[config.mk]
export PLATFORM = sky130hd
export DESIGN_NAME = arm7tdmi_prefetch_buffer
export DESIGN_NICKNAME = d
export VERILOG_FILES = /design/src/rtl/arm7tdmi_prefetch_buffer.sv
export SDC_FILE = /design/constraint.sdc
export NUM_CORES = 1
export LEC_CHECK = 0
export ABC_CLOCK_PERIOD_IN_PS = 4100
export CAP_MARGIN = 20
export CELL_PAD_IN_SITES_DETAIL_PLACEMENT = 1
export CELL_PAD_IN_SITES_GLOBAL_PLACEMENT = 2
export CORE_UTILIZATION = 41
export CTS_BUF_LIST = sky130_fd_sc_hd__clkbuf_2
export CTS_CLUSTER_DIAMETER = 50
export CTS_CLUSTER_SIZE = 25
export DETAILED_ROUTE_END_ITERATION = 8
export PLACE_DENSITY_LB_ADDON = 0.1
export REMOVE_ABC_BUFFERS = 1
export SKIP_CTS_REPAIR_TIMING = 1
export SYNTH_ARGS = -nofsm -noshare
export SYNTH_HDL_FRONTEND = slang
export SYNTH_SLANG_ARGS = --single-unit
[constraint.sdc]
create_clock -name clk -period 4.1 [get_ports clk]
set_input_delay 0.615 -clock clk [delete_from_list [all_inputs] [get_ports clk]]
set_output_delay 0.615 -clock clk [all_outputs]
set_load 0.03 [all_outputs]
[src/rtl/arm7tdmi_prefetch_buffer.sv]
// Purpose : ARM7TDMI fetch front end. Holds the fetch PC, issues sequential ARM (+4) or
//           Thumb (+2) requests to the I-cache, and queues returned instructions with
//           their PC and Thumb state in a DEPTH-entry FIFO. A branch flushes the FIFO
//           and redirects the PC.
// Latency : one cycle from cache transfer to dec_valid. dec_* is driven combinationally
//           from the FIFO head.
// Backpressure: decode stalls with dec_ready=0. When the FIFO fills, the block drops
//           icache_req. icache_req is decoded from registered state only.
// Ports   : clk/rst (sync, active high); fetch_enable; branch_valid/addr/thumb;
//           icache_addr/req/thumb_mode out, icache_data/ready in;
//           dec_valid/instr/pc/thumb out, dec_ready in; occupancy out.
//           Optional macro PREFETCH_STATS_EN adds stat_fetches, stat_flushes and
//           stat_discards (32-bit, wrapping).
module arm7tdmi_prefetch_buffer #(
   parameter int unsigned            DEPTH        = 4,
   parameter int unsigned            ADDR_WIDTH   = 32,
   parameter logic [ADDR_WIDTH-1:0]  RESET_VECTOR = '0
) (
   input  logic                       clk,
   input  logic                       rst,
   input  logic                       fetch_enable,
   input  logic                       branch_valid,
   input  logic [ADDR_WIDTH-1:0]      branch_addr,
   input  logic                       branch_thumb,
   output logic [ADDR_WIDTH-1:0]      icache_addr,
   output logic                       icache_req,
   output logic                       icache_thumb_mode,
   input  logic [31:0]                icache_data,
   input  logic                       icache_ready,
   output logic                       dec_valid,
   output logic [31:0]                dec_instr,
   output logic [ADDR_WIDTH-1:0]      dec_pc,
   output logic                       dec_thumb,
   input  logic                       dec_ready,
`ifdef PREFETCH_STATS_EN
   output logic [31:0]                stat_fetches,
   output logic [31:0]                stat_flushes,
   output logic [31:0]                stat_discards,
`endif
   output logic [$clog2(DEPTH):0]     occupancy
);

   localparam int unsigned PW = $clog2(DEPTH);
   localparam int unsigned CW = PW + 1;

   typedef enum logic [1:0] {
      S_IDLE  = 2'd0,
      S_FETCH = 2'd1,
      S_FULL  = 2'd2
   } state_t;

   state_t                 state_q, state_d;
   logic [ADDR_WIDTH-1:0]  pc_q, pc_d;
   logic                   thumb_q, thumb_d;
   logic [PW-1:0]          wr_ptr_q, wr_ptr_d;
   logic [PW-1:0]          rd_ptr_q, rd_ptr_d;
   logic [CW-1:0]          cnt_q, cnt_d;

   logic [31:0]            mem_instr_q [DEPTH];
   logic [ADDR_WIDTH-1:0]  mem_pc_q    [DEPTH];
   logic                   mem_thumb_q [DEPTH];

   logic                   xfer;
   logic                   push;
   logic                   pop;
   logic                   fifo_full;
   logic [ADDR_WIDTH-1:0]  branch_tgt;

   assign fifo_full  = (cnt_q == CW'(DEPTH));
   assign icache_req = (state_q == S_FETCH);
   assign xfer       = icache_req && icache_ready;
   // A branch cancels both a coinciding transfer and a coinciding pop.
   assign push       = xfer && !fifo_full && !branch_valid;
   assign pop        = dec_valid && dec_ready && !branch_valid;

   // Clear the low address bits that cannot hold an instruction in the target state.
   assign branch_tgt = branch_thumb ? {branch_addr[ADDR_WIDTH-1:1], 1'b0}
                                    : {branch_addr[ADDR_WIDTH-1:2], 2'b00};

   assign icache_addr       = pc_q;
   assign icache_thumb_mode = thumb_q;
   assign occupancy         = cnt_q;
   assign dec_valid         = (cnt_q != '0);

   // The storage is not reset. The head is masked so the outputs read zero when empty.
   assign dec_instr = dec_valid ? mem_instr_q[rd_ptr_q] : '0;
   assign dec_pc    = dec_valid ? mem_pc_q[rd_ptr_q]    : '0;
   assign dec_thumb = dec_valid && mem_thumb_q[rd_ptr_q];

   always_comb begin
      state_d  = state_q;
      pc_d     = pc_q;
      thumb_d  = thumb_q;
      wr_ptr_d = wr_ptr_q;
      rd_ptr_d = rd_ptr_q;
      cnt_d    = cnt_q;

      case (state_q)
         S_IDLE: begin
            if (fetch_enable) state_d = S_FETCH;
         end
         S_FETCH: begin
            // Filling the last slot takes priority over fetch_enable dropping.
            if (push && !pop && (cnt_q == CW'(DEPTH - 1))) state_d = S_FULL;
            else if (!fetch_enable)                        state_d = S_IDLE;
         end
         S_FULL: begin
            if (pop) state_d = fetch_enable ? S_FETCH : S_IDLE;
         end
         default: state_d = S_IDLE;
      endcase

      if (push) begin
         wr_ptr_d = wr_ptr_q + PW'(1);
         pc_d     = pc_q + (thumb_q ? ADDR_WIDTH'(2) : ADDR_WIDTH'(4));
      end
      if (pop) rd_ptr_d = rd_ptr_q + PW'(1);
      case ({push, pop})
         2'b10:   cnt_d = cnt_q + CW'(1);
         2'b01:   cnt_d = cnt_q - CW'(1);
         default: cnt_d = cnt_q;
      endcase

      if (branch_valid) begin
         state_d  = fetch_enable ? S_FETCH : S_IDLE;
         pc_d     = branch_tgt;
         thumb_d  = branch_thumb;
         wr_ptr_d = '0;
         rd_ptr_d = '0;
         cnt_d    = '0;
      end
   end

   always_ff @(posedge clk) begin
      if (rst) begin
         state_q  <= S_IDLE;
         pc_q     <= RESET_VECTOR;
         thumb_q  <= 1'b0;
         wr_ptr_q <= '0;
         rd_ptr_q <= '0;
         cnt_q    <= '0;
      end else begin
         state_q  <= state_d;
         pc_q     <= pc_d;
         thumb_q  <= thumb_d;
         wr_ptr_q <= wr_ptr_d;
         rd_ptr_q <= rd_ptr_d;
         cnt_q    <= cnt_d;
      end
   end

   always_ff @(posedge clk) begin
      if (push && !rst) begin
         mem_instr_q[wr_ptr_q] <= icache_data;
         mem_pc_q[wr_ptr_q]    <= pc_q;
         mem_thumb_q[wr_ptr_q] <= thumb_q;
      end
   end

`ifdef PREFETCH_STATS_EN
   logic [31:0] stat_fetches_q, stat_flushes_q, stat_discards_q;

   always_ff @(posedge clk) begin
      if (rst) begin
         stat_fetches_q  <= '0;
         stat_flushes_q  <= '0;
         stat_discards_q <= '0;
      end else begin
         // Transfers killed by a branch still count as fetches.
         if (xfer) stat_fetches_q <= stat_fetches_q + 32'd1;
         if (branch_valid) begin
            stat_flushes_q  <= stat_flushes_q + 32'd1;
            stat_discards_q <= stat_discards_q + 32'(cnt_q) + 32'(xfer);
         end
      end
   end

   assign stat_fetches  = stat_fetches_q;
   assign stat_flushes  = stat_flushes_q;
   assign stat_discards = stat_discards_q;
`endif

endmodule

; Word-level counts from Yosys, hierarchy flattened
; Memories as Yosys holds them, arrays and structs flattened. A register that Yosys moved wholly into a read port is not among the register bits.
; Cells that the tools add are included.
; Widths: inputs -> output; s select.
[word_totals]
ff_bits = 42
mem_bits_rw = 260
elab_cells = 64
n_memories = 3
[mem_list]
columns = name, words, width, rd, rd_ports_with_merged_regs, wr, line_no
row1 = mem_instr_q, 4, 32, 1, 1, 1, 59  ; logic [31:0] mem_instr_q [DEPTH];
row2 = mem_pc_q, 4, 32, 1, 1, 1, 60  ; logic [ADDR_WIDTH-1:0] mem_pc_q [DEPTH];
row3 = mem_thumb_q, 4, 1, 1, 1, 1, 61  ; logic mem_thumb_q [DEPTH];
[classes]
addsub = 5
n_eq_ne = 9
n_mux = 22
reduce_logical = 19
[op_table]
columns = op, n
row1 = $mux 32, 4
row2 = $add 32x3->32, 1
row3 = $mux 2, 12
row4 = $logic_and 1x1->1, 9
row5 = $ne 3x3->1 const B, 2
row6 = $pmux 2 s3, 1
row7 = $pmux 3 s2, 1
row8 = $add 2x1->2 const B, 2
row9 = $eq 2x1->1 const B, 2
row10 = $eq 2x2->1 const B, 2
row11 = $logic_not 1->1, 4
row12 = $ne 4x3->1 const B, 1
row13 = $reduce_bool 2->1, 2
row14 = $add 3x1->3 const B, 1
row15 = $eq 3x2->1 const B, 1
row16 = $eq 3x3->1 const B, 1
row17 = $mux 1, 3
row18 = $mux 3, 1
row19 = $reduce_and 3->1, 1
row20 = $reduce_bool 3->1, 1
row21 = $sub 3x1->3 const B, 1
row22 = $logic_not 2->1, 1
row23 = $reduce_or 2->1, 1

; Logic depth before layout (Yosys ltp)
; Gate-level depths: netlist of the first run.
[logic_depth]
ltp_word = 9
depth_mapped = 11

; Worst setup path after synthesis of the first run
; OpenSTA, ideal clock, no wires.
[synth_timing]
path_kind = register -> register
start = register cnt_q[0] (netlist: occupancy[0])
end = memory mem_instr_q[0][0], enable pin
setup_ps = 429
arrival_ps = 2795
t_required_ps = 3671
path_slack_ps = 876
stages_incl_launch_ff = 6
n_path_buf = 1
synth_period_minus_slack_ps = 3224
cell_sequence = dfxtp_1 > or3b_2 > clkbuf_1 > nand2_1 > nor2_1 > and2_1
[synth_between]
elab_chain_len = 7
[synth_rtl]
columns = element, line_no
row1 = from (decl), 57  ; logic [CW-1:0] cnt_q, cnt_d;
row2 = from (signal assigned), 148  ; cnt_q <= cnt_d;
row3 = $eq 3x3->1, 69  ; assign fifo_full = (cnt_q == CW'(DEPTH));
row4 = $logic_not 1->1, 73  ; assign push = xfer && !fifo_full && !branch_valid;
row5 = $logic_and 1x1->1 (2 in a row), 73
row6 = $logic_and 1x1->1, 153  ; if (push && !rst) begin
row7 = $mux 1, 153
row8 = $mux 1 (not written as such), 154  ; mem_instr_q[wr_ptr_q] <= icache_data;
row9 = to (decl), 59
; Every way passes these cells.

==> flow_metrics.py, run 1 <==
metrics = {
    "pwr": {
        "irDropWorstVdd_mv": 0.227,
        "power.leakage_nw": 4.68,
        "power_density_nw_per_um2": 368,
        "p_total_mw": 5.47,
    },
    "critical_path": {
        "crit_fanout": 14,
        "worstPathRequired_ps": 3480,
        "r2r_cells": 6,
        "arrival_ps": 3050,
        "cp-start-kind": "flop",
        "worstSetupEndpointType": "output pin",
        "crit_type": "flop to output pin",
    },
    "synthesis": {
        "synth_most_common_cell": "edfxtp_1",
        "yosysSeqAreaShare_pct": 70.7,
        "synth_common_cells": "edfxtp_1, and2_1, mux4_2",
        "ys_top_cells_by_area": "edfxtp_1, mux4_2, dfxtp_1, and2_1, xnor2_1",
        "synthFlopType": "edfxtp_1",
        "yosysTopAreaCellShare_pct": 63.5,
        "yosysUniqueCellTypes": 54,
        "netlist_area_um2": 12100,
        "synth_edf_count": 256,
        "synth_top_area_cell": "edfxtp_1",
        "syn_area_per_cell_um2": 17.3,
        "synthCells": 699,
        "synthArstFlopShare_pct": 0,
        "ys_seq_elements": 299,
        "yosysWarningCount": 0,
    },
    "sta": {
        "skew_ps": 64.4,
        "rsz0062_at_grt": "false",
        "period_minus_slack_ps": 3660,
        "setup_viol": 0,
        "fmax_mhz": 273,
        "tightestPinTransition_ps": 968,
        "finalHoldViolations": 0,
        "setup-tns-final_ps": 0,
        "final_max_slew_viol_count": 0,
        "slew_headroom_pct": 35.3,
        "finalCritPeriodShare_pct": 89.4,
    },
    "status": {
        "status": "completed",
    },
    "floorplan": {
        "ioPinCount": 174,
        "fp.dieW_um": 174,
        "die_h_um": 174,
        "rows": 62,
        "die-area_um2": 30200,
        "core_area_um2": 28900,
        "start_util_pct": 41.9,
    },
    "final_layout": {
        "syn2layout_area_growth_pct": 22.9,
        "fillers": 2800,
        "layout-drive-gt1-share_pct": 18.7,
        "multi_input_area_um2": 3290,
        "fin_nets": 967,
        "final-seq-area_um2": 8560,
        "utilization_pct": 51.5,
    },
    "detailed_routing": {
        "vias": 6799,
        "drtIter0Drc": 368,
        "drc": 0,
        "ant_nets": 0,
        "detail_route.wl_per_cell_um": 21.5,
        "viasPerCell": 5.25,
        "wl_um": 27900,
        "first_pass_iters": 6,
    },
    "clock_tree": {
        "clk_pin_slew_worst_paths_ps": 300,
        "htree_levels": 2,
        "clock_sinks": 299,
        "worstSkewPairLatency_ps": 810,
        "cts_buffer_depth": 3,
        "cts_tree": "done",
        "cts-root-buf": "clkbuf_2",
        "cts_buffers": 34,
    },
    "hold_path": {
        "min_path_cells": 3,
        "hold_class": "input pin to flop",
    },
    "global_route": {
        "grt_usage_pct": 18.5,
        "antenna_found_initial": 2,
        "grt.overflow.total": 0,
        "grt_pass1_vias": 7239,
        "grt_max_degree": 66,
        "grt_pass1_wl_um": 42400,
    },
    "placement": {
        "io_buffers": 170,
        "hpwl_um": 17300,
        "place_congestion": 0.740,
    },
    "run": {
        "drv_cap": 0,
    },
}
==> layout by cell type, fill, tap and decap left out, types with 7 or more instances in the layout <==
cell type,Yosys,routed
buf_12,0,7
nand2_1,17,17
xnor2_1,25,25
edfxtp_1,256,256
a21oi_1,9,9
nor3_1,10,10
a211oi_1,17,17
clkdlybuf4s50_1,0,170
nand3_1,8,8
buf_4,2,14
clkbuf_2,1,36
mux4_2,64,64
and2_1,70,66
inv_1,18,18
nor2_1,37,37
dfxtp_1,43,41
ha_1,8,8
==> flip-flops by register name, summed over array words and instances (netlist names), named ones only <==
signal and cells:
icache_addr 31, icache_thumb_mode 1, mem_instr_q 128, mem_pc_q 124
mem_thumb_q 4, occupancy 3, rd_ptr_q 2, state_q 2
wr_ptr_q 2
==> routing by layer <==
layer  GRT usage, %  vias to the layer above  wire, um
li1               -                     3087         -
met1           24.3                     3499     12100
met2           31.9                      176     14100
met3           3.18                       37      1200
met4           4.97                        0       500
met5              0                        -         0
==> per-stage QoR <==
| step | std cells | instance area, um^2 | hold slack, ps | setup slack [ps] |
|---|---|---|---|---|
| final | 1296 | 14900 | 338 | 436 |
| after global routing | 1295 | 14900 | 272 | 226 |
| after CTS | 1293 | 14800 | 250 | 59.6 |
| after detailed placement | 1233 | 14300 | 503 | 972 |
| after global placement | 1233 | 14300 | 485 | 1020 |
| after floorplan | 659 | 11900 | 469 | -151 |
==> worst paths after layout <==
kind | start | end | slack, ps
max reg2reg | icache_addr[1]$_SDFFE_PP0N_ | icache_addr[15]$_SDFFE_PP0N_ | 1240
min reg2reg | wr_ptr_q[1]$_SDFFE_PP0P_ | wr_ptr_q[1]$_SDFFE_PP0P_ | 520
min | branch_addr[7] | icache_addr[7]$_SDFFE_PP0N_ | 340
max | flop | dec_pc[24] | 440
==> worst max-delay path: stages (launching register included) <==
cell and delay [ps]:
dfxtp_4 590, buf_4 340, mux4_2 540, and2_1 170
clkdlybuf4s50_1 590
==> report_power, final <==
part	internal [mW]	switching, mW	leakage [nW]
sequential	3.33	0.0541	2.69
clock	0.650	1.13	0.295
combinational	0.146	0.158	1.69
total	4.13	1.34	4.68
==> logic make-up (layout without fill, tap and decap cells) <==
logic type,after synthesis,after routing,synth area share [%]
adders and majority gates,10,10,1.16
muxes,67,67,12.2
other,1,4,0.0310
AOI/OAI and AO/OA,46,46,2.61
buffers and inverters,60,270,2.30
and+or+nand+nor,187,187,8.99
xor gates and xnor gates,29,29,2.10
DFF,299,299,70.7
==> cell type report <==
cell class / instances / area share (%)
well taps: 384 / 3.23
multi-input cells: 341 / 22.1
repair buffers: 191 / 13.1
inverters: 19 / 0.480
diodes: 2 / 0.0337
flip-flops and latches: 299 / 57.6
clock inverters: 24 / 2.27
clock buffers: 36 / 1.21
Power figures use the tool's default switching activity.
==> run 2: changes to the inputs <==
--- a/config.mk
+++ b/config.mk
@@ -5,10 +5,11 @@
 export SDC_FILE = /design/constraint.sdc
 export NUM_CORES = 1
 export LEC_CHECK = 0
-export ABC_CLOCK_PERIOD_IN_PS = 4100
+export ABC_CLOCK_PERIOD_IN_PS = 4200
 export CAP_MARGIN = 20
 export CELL_PAD_IN_SITES_DETAIL_PLACEMENT = 1
 export CELL_PAD_IN_SITES_GLOBAL_PLACEMENT = 2
+export CORE_MARGIN = 2
 export CORE_UTILIZATION = 41
 export CTS_BUF_LIST = sky130_fd_sc_hd__clkbuf_2
 export CTS_CLUSTER_DIAMETER = 50
==> constraint.sdc (replaced) <==
create_clock -name clk -period 4.2 [get_ports clk]
set_input_delay 0.63 -clock clk [delete_from_list [all_inputs] [get_ports clk]]
set_output_delay 0.63 -clock clk [all_outputs]
set_load 0.03 [all_outputs]
==> run 2 against run 1 <==
  * Critical path depth unchanged
  * Hold slack worse by 150 ps
  * Cell count shrank 0.77%
  * Non-clock buffer count fell by 5
  * Flip-flop and latch count unchanged
  * Core utilization decreased by 0.26 points
  * First-iteration DRC count grew 18%
  * Worst setup slack worse by 110 ps
  * Clock skew rose by 37 ps
  * Combinational power decreased by 3%
  * Critical path type unchanged
  * Highest routed layer unchanged
==> flow_metrics.py, run 2 (synthesis gave the netlist of run 1 again) <==
metrics = {
    "status": {
        "status": "completed",
    },
    "global_route": {
        "antenna_found_initial": 1,
        "grt_max_degree": 65,
        "grt_pass1_vias": 7464,
        "grt_usage_pct": 18.3,
        "grt.overflow.total": 0,
        "grt_pass1_wl_um": 43200,
    },
    "sta": {
        "fmax_mhz": 258,
        "skew_ps": 101,
        "setup_viol": 0,
        "finalCritPeriodShare_pct": 92.3,
        "slew_headroom_pct": 33.3,
        "tightestPinTransition_ps": 998,
        "fin_hold_ws_ps": 192,
        "period_minus_slack_ps": 3880,
        "finalHoldViolations": 0,
        "final_max_slew_viol_count": 0,
        "rsz0062_at_grt": "false",
    },
    "detailed_routing": {
        "dr_wl_met2_um": 14300,
        "m1WireLength_um": 11900,
        "drtIter0Drc": 436,
        "ant_nets": 0,
        "vias": 6731,
        "viasPerCell": 5.23,
        "detail_route.wl_per_cell_um": 21.6,
        "first_pass_iters": 5,
        "wl_um": 27700,
        "drc": 0,
        "met3_length_um": 1220,
        "dr.max_layer_used": "met4",
    },
    "floorplan": {
        "fp.dieW_um": 176,
        "start_util_pct": 41.9,
        "die-area_um2": 30900,
        "die_h_um": 176,
        "ioPinCount": 174,
        "rows": 62,
        "core_area_um2": 28900,
    },
    "critical_path": {
        "crit_fanout": 15,
        "worstSetupEndpointType": "output pin",
        "slowest_stage": "dfxtp_4",
        "path_cells": "buf_4 -> mux4_2 -> and2_1 -> clkdlybuf4s50_1",
        "worst_path_dominant_cell_family": "buffers and inverters",
        "arrival_ps": 3250,
        "crit_type": "flop to output pin",
        "slowest_delay_ps": 610,
        "r2r-start": "icache_thumb_mode$_SDFFE_PP0P_",
        "cp-start-kind": "flop",
        "worstPathRequired_ps": 3570,
        "path_buf_inv": 2,
    },
    "pwr": {
        "sw_frac_of_total_pct": 25.0,
        "intPower_mw": 3.96,
        "irDropWorstVdd_mv": 0.172,
        "p_total_mw": 5.28,
        "power_density_nw_per_um2": 357,
        "clkPwrFrac_pct": 31.8,
        "p_comb_share_pct": 5.6,
        "power.leakage_nw": 4.64,
        "power_frac_seq_pct": 62.6,
        "switching_power_mw": 1.32,
    },
    "placement": {
        "dpl_cell_area_um2": 14300,
        "io_buffers": 170,
        "place_congestion": 0.741,
        "hpwl_um": 17300,
    },
    "final_layout": {
        "layout-drive-gt1-share_pct": 17.9,
        "max_flop_register": "mem_instr_q",
        "utilization_pct": 51.3,
        "fillers": 2784,
        "final_common_cell": "edfxtp_1",
        "mostFrequentLayoutCells": "edfxtp_1, clkdlybuf4s50_1, and2_1",
        "fin_nets": 958,
        "syn2layout_area_growth_pct": 22.3,
        "final_cell_area_um2": 14800,
        "largest_reg_flops": 128,
    },
    "hold_path": {
        "hold_class": "input pin to flop",
        "min_from": "branch_addr[5]",
    },
    "clock_tree": {
        "cts_buffers": 30,
        "cts_buffer_depth": 3,
        "cts-root-buf": "clkbuf_2",
        "cts_tree": "done",
        "worstSkewPairLatency_ps": 960,
        "clk_pin_slew_worst_paths_ps": 320,
        "htree_levels": 1,
        "clock_sinks": 299,
    },
    "run": {
        "drv_cap": 0,
    },
}
[run 2: cell types whose count changed in the layout (fill, tap and decap cells not counted), sizes merged, moves of 3 or more]
cell      delta
clkbuf       -4
clkinv       +3
clkinvlp     -3
buf          -5
[run 2: per-stage QoR]
stage | TNS [ps] | setup WS, ps | instances
final | 0 | 323 | 1286
after floorplan | -4220 | -66.0 | 659
after CTS | 0 | 132 | 1285
after detailed placement | 0 | 1010 | 1229
after global placement | 0 | 1050 | 1229
after global routing | 0 | 39.4 | 1286
[run 2: worst paths after layout]
path / to / slack, ps / cells after the start
worst min register to register: wr_ptr_q[1]$_SDFFE_PP0P_ / 520 / 2
worst min-delay path: icache_addr[5]$_SDFFE_PP0N_ / 190 / 3
worst max register to register: icache_addr[15]$_SDFFE_PP0N_ / 1320 / 6
worst max-delay path: dec_pc[19] / 320 / 4
[run 2: cell type report]
class                   count  area, um^2  share of cell area (%)
multi-input cells         341        3290                    22.2
repair buffers            186        1900                    12.8
clock inverters            24         337                    2.28
inverters                  19        71.3                   0.482
clock buffers              32         160                    1.08
well taps                 384         480                    3.25
flip-flops and latches    299        8560                    57.8
diodes                      1        2.50                  0.0169
[run 2: worst register-to-register path: stages (launching register included)]
cell and delay [ps]:
dfxtp_1 510, ha_1 240, fa_1 170, and4b_1 250, nand3_1 710, or3_2 720, a311oi_1 300
[run 2: metal layers]
layer,global-route usage (%),vias to the layer above
li1,-,3067
met1,23.8,3455
met2,32.5,179
met3,2.73,30
met4,3.93,0
met5,0,-
[run 2: power by group through the flow]
stage,registers [mW],clock network [mW],logic (mW)
6_report,3.31,1.68,0.295
5_1_grt,3.32,1.84,0.318
4_1_cts,3.31,1.75,0.300
3_5_place_dp,3.37,0,0.299
3_3_place_gp,3.36,0,0.291
2_1_floorplan,3.40,0,0.0852
